### config.mk
export PLATFORM = sky130hd
export DESIGN_NAME = seq_div_64by32
export DESIGN_NICKNAME = d
export VERILOG_FILES = /design/src/rtl/seq_div_64by32.sv
export SDC_FILE = /design/constraint.sdc
export NUM_CORES = 1
export LEC_CHECK = 0
export BUFFER_PORTS_ARGS = -buffer_cell sky130_fd_sc_hd__buf_2
export CAP_MARGIN = 20
export CELL_PAD_IN_SITES_DETAIL_PLACEMENT = 1
export CELL_PAD_IN_SITES_GLOBAL_PLACEMENT = 1
export CORE_MARGIN = 4
export CORE_UTILIZATION = 25
export DETAILED_ROUTE_END_ITERATION = 12
export PLACE_DENSITY_LB_ADDON = 0.1
export SKIP_LAST_GASP = 1
export SYNTH_ARGS = -nofsm -noshare
export SYNTH_HDL_FRONTEND = slang
export SYNTH_SLANG_ARGS = --single-unit
export TNS_END_PERCENT = 50
### constraint.sdc
create_clock -name clk -period 9 [get_ports clk]
set_input_delay 1.35 -clock clk [delete_from_list [all_inputs] [get_ports clk]]
set_output_delay 1.35 -clock clk [all_outputs]
set_load 0.03 [all_outputs]
### src/rtl/seq_div_64by32.sv
// seq_div_64by32: radix-2 restoring divider, 2N-bit dividend by N-bit divisor, one quotient bit per clock
module seq_div_64by32 #(
  parameter int N = 32
) (
  input  logic           clk,
  input  logic           rst,
  input  logic           start,
  output logic           in_ready,
  input  logic [2*N-1:0] dividend,
  input  logic [N-1:0]   divisor,
  output logic           out_valid,
  input  logic           out_ready,
  output logic [2*N-1:0] quotient,
  output logic [N-1:0]   remainder,
  output logic           div_by_zero
);
  localparam int CW = $clog2(2*N);
  localparam logic [CW-1:0] LAST = CW'(2*N-1);
  typedef enum logic [1:0] {IDLE, RUN, DONE} state_t;
  state_t state, state_n;
  logic [2*N-1:0] d;
  logic [N:0] p, p_sh, p_sub;
  logic [N-1:0] dv;
  logic [CW-1:0] cnt;
  logic dz, ge, accept, zero;
  always_comb begin
    accept = start && state == IDLE;
    zero = divisor == '0;
    p_sh = {p[N-1:0], d[2*N-1]};
    p_sub = p_sh - {1'b0, dv};
    ge = p_sh >= {1'b0, dv};
    state_n = state;
    if (accept) state_n = zero ? DONE : RUN;
    else if (state == RUN && cnt == LAST) state_n = DONE;
    else if (state == DONE && out_ready) state_n = IDLE;
  end
  always_ff @(posedge clk or posedge rst)
    if (rst) state <= IDLE;
    else state <= state_n;
  // d holds the dividend shifting out and the quotient shifting in; it ends as the quotient
  always_ff @(posedge clk or posedge rst)
    if (rst) begin
      d <= '0;
      p <= '0;
      dv <= '0;
      cnt <= '0;
      dz <= 1'b0;
    end else if (accept) begin
      dv <= divisor;
      cnt <= '0;
      dz <= zero;
      d <= zero ? '1 : dividend;
      p <= zero ? {1'b0, dividend[N-1:0]} : '0;
    end else if (state == RUN) begin
      d <= {d[2*N-2:0], ge};
      p <= ge ? p_sub : p_sh;
      cnt <= cnt + 1'b1;
    end
  assign in_ready = state == IDLE;
  assign out_valid = state == DONE;
  assign quotient = d;
  assign remainder = p[N-1:0];
  assign div_by_zero = dz;
endmodule

==> flow_metrics.py <==
metrics = {
    "synthesis": {
        "synth_area_leaders": "dfrtp_1, nand2_1, a31oi_1",
        "netlist_instances": 1017,
        "syn_area_um2": 8250,
        "ys_types": 63,
        "ys_ff_latch": 137,
        "synth_fp_nets": 1151,
        "synth_top_flop_cell": "dfrtp_1",
        "synth_edf_count": 0,
        "synth_area_per_cell_um2": 8.11,
        "seq_area_frac_synth_pct": 41.5,
        "synth_warnings": 0,
        "ys_async_sr_fraction_pct": 100,
        "synth_top_cell_by_area": "dfrtp_1",
        "synth_top_area_share_pct": 41.5,
    },
    "route": {
        "vias": 8066,
        "drtPass1Iterations": 4,
        "avgViaCountPerCell": 4.95,
        "first_iter_violations": 358,
        "final_antenna_net_count": 0,
        "route.detailed.drc": 0,
        "routed_wl_mm": 31.7,
        "wire_per_inst_um": 19.4,
    },
    "placed_design": {
        "placed_cells_incl_taps": 1599,
        "placed_area_um2": 9620,
        "io_buffers": 198,
        "dpl.hpwl_mm": 22.8,
        "place_congestion": 0.834,
    },
    "pwr": {
        "p_comb_share_pct": 3.2,
        "clock_power_share_pct": 52.8,
        "seqPwrFrac_pct": 44.0,
        "p_int_mw": 1.08,
        "power_leakage_nw": 4.65,
        "vdd_drop_max_uv": 125,
        "p_total_mw": 1.40,
        "netSwitchingFraction_pct": 22.7,
        "net-switching-power_mw": 0.318,
        "p_per_area_nw_per_um2": 137,
    },
    "critical_path": {
        "cp_num_buf_inv": 0,
        "cpMaxStageDelayCell": "a2111oi_4",
        "slowest_delay_ns": 0.68,
        "crit_type": "reg -> reg",
        "path_depth": 9,
        "crit_required_ns": 9.35,
        "worstPathCellList": "ha_1 > nand4_1 > nor4_1 > a31o_1 > a2111oi_4 > nand2_1 > nor2_4 > a22oi_1 > a21oi_1",
        "crit_path_max_fanout": 22,
        "cp-end-kind": "flip-flop",
        "arrival_ns": 3.93,
        "startpoint_type": "flip-flop",
        "rr_worst_depth": 9,
        "crit_family": "compound AO/OA/AOI/OAI gates",
    },
    "floorplanning": {
        "die-area_um2": 36000,
        "die_w_um": 190,
        "rows": 66,
        "core-area_um2": 32500,
        "die_height_um": 190,
        "start_util_pct": 25.4,
        "io_pins": 199,
    },
    "sta": {
        "hold_slack_ns": 0.496,
        "finalHoldViolations": 0,
        "rsz0062_at_grt": "false",
        "slew_headroom_pct": 30.2,
        "period_share_pct": 39.8,
        "slew_viol_final": 0,
        "worst_pin_slew_ns": 1.05,
        "fmax_mhz": 279,
        "setup_tns_ns": 0,
        "finClkSkew_ns": 0.00910,
        "setup_viol_count_final": 0,
        "min_period_ns": 3.58,
    },
    "global_routing": {
        "overflow": 0,
        "antenna_found_initial": 2,
        "track_usage_pct": 17.5,
        "grt_start_max_net_pins": 105,
        "grt_pass1_wl_mm": 50.2,
        "grt_pass1_vias": 8514,
    },
    "clock_tree": {
        "cts_sinks": 137,
        "cts-root-buf": "clkbuf_16",
        "cts_tree": "yes",
        "cts.clk_slew.worst_paths_ns": 0.06,
        "cts_buffers": 17,
        "ctsHoldBuffers": 0,
        "postCtsSetupBuffers": 0,
        "max-clock-path-buffers": 2,
        "cts_resized": 0,
        "htree_levels": 4,
        "worstSkewPairLatency_ns": 0.43,
    },
    "layout": {
        "fin_area_um2": 10200,
        "n_antenna_cell": 0,
        "layout_common_cells": "nand2_1, buf_2, dfrtp_1, a21oi_1, a31oi_1",
        "final_common_cell": "nand2_1",
        "fin_nets": 1310,
        "final_cells": 1631,
        "fillCellCount": 3981,
        "syn_to_final_growth_pct": 23.9,
        "drive_above_1_share_pct": 22.3,
    },
    "worst_hold_path": {
        "min_path_cells": 2,
        "hp-class": "reg -> reg",
    },
    "run_status": {
        "status": "finished, final reports clean",
    },
    "flow_run": {
        "drv_cap": 0,
    },
}
## synthesized netlist by cell type, drive strengths merged (2+ instances only)
| cell | n |
|---|---|
| dfrtp | 137 |
| nor3b | 2 |
| ha | 33 |
| a31o | 3 |
| nand2b | 5 |
| a31oi | 75 |
| clkbuf | 50 |
| and3 | 6 |
| mux2i | 7 |
| xnor2 | 17 |
| and2 | 3 |
| o31a | 3 |
| a221oi | 10 |
| a21o | 8 |
| or2 | 4 |
| o2111ai | 3 |
| o41ai | 4 |
| o21a | 3 |
| or3 | 4 |
| o21ai | 72 |
| inv | 49 |
| a22oi | 9 |
| nor3 | 70 |
| xor2 | 5 |
| a32oi | 2 |
| o211ai | 3 |
| nor4 | 9 |
| buf | 18 |
| o21bai | 5 |
| a21oi | 77 |
| o31ai | 5 |
| nand4 | 11 |
| nand3 | 17 |
| nand2 | 209 |
| a211oi | 5 |
| nor2b | 6 |
| nor2 | 57 |
## routing by layer
layer  routed length [um]  global-route usage [%]  vias up
met5                   21                       0        -
met3                 1570                    3.98       21
met4                  385                    4.15        4
met1                16000                    25.7     3954
met2                13700                    26.1      157
li1                     -                       -     3930
## cell families (layout without fill, tap and decap cells)
logic type / after synthesis / in the layout / synth area share, %
simple gates: 406 / 406 / 22.1
compound gates: 294 / 294 / 22.2
flops: 137 / 137 / 41.5
buf+inv: 117 / 289 / 5.78
fa+ha+maj: 34 / 34 / 5.25
xor+xnor: 22 / 22 / 2.33
mux: 7 / 7 / 0.849
## area by class of cell
| cell class | count | area (um^2) | area share, % |
|---|---|---|---|
| clock inverter | 13 | 151 | 1.48 |
| timing repair buffer | 208 | 1070 | 10.4 |
| sequential | 137 | 3430 | 33.5 |
| tap | 442 | 553 | 5.41 |
| clock buffer | 19 | 453 | 4.43 |
| inverter | 49 | 189 | 1.85 |
| multi-input combinational | 763 | 4380 | 42.9 |
## final timing paths
path	start	end	slack, ns
worst max register to register	p[16]	p[4]	5.42
worst max-delay path	p[16]	p[4]	5.42
max in group asynchronous	rst	quotient[9]	6.57
worst min-delay path	dv[0]	dv[0]	0.50
worst min register to register	dv[0]	dv[0]	0.50
min in group asynchronous	rst	dv[5]	1.06
## metrics by stage
stage | util [%] | worst slack [ns]
finish | 31.4 | 5.42
global route | 31.4 | 5.30
CTS | 31.4 | 5.45
detailed placement | 29.6 | 5.10
global placement | 29.6 | 5.15
floorplan | - | 3.98
## power groups by stage
| stage | logic [mW] | clock network [mW] | registers, mW |
|---|---|---|---|
| global route | 0.0502 | 0.790 | 0.615 |
| CTS | 0.0463 | 0.766 | 0.616 |
| finish | 0.0444 | 0.738 | 0.616 |
| global placement | 0.0461 | 0 | 0.627 |
| floorplan | 0.0102 | 0 | 0.627 |
| detailed placement | 0.0461 | 0 | 0.627 |
## state kept, by name, indices dropped and copies added (netlist names)
signal / flops
cnt: 6
quotient: 64
dv: 32
p: 32
state: 2
div_by_zero: 1
## tightest hold or removal path, cell delays in order, from the launching register on
cell	delay, ns
dfrtp_1	0.35
nand2_1	0.05
nand2_1	0.06
Note: power is estimated with default switching activity, not from simulation.
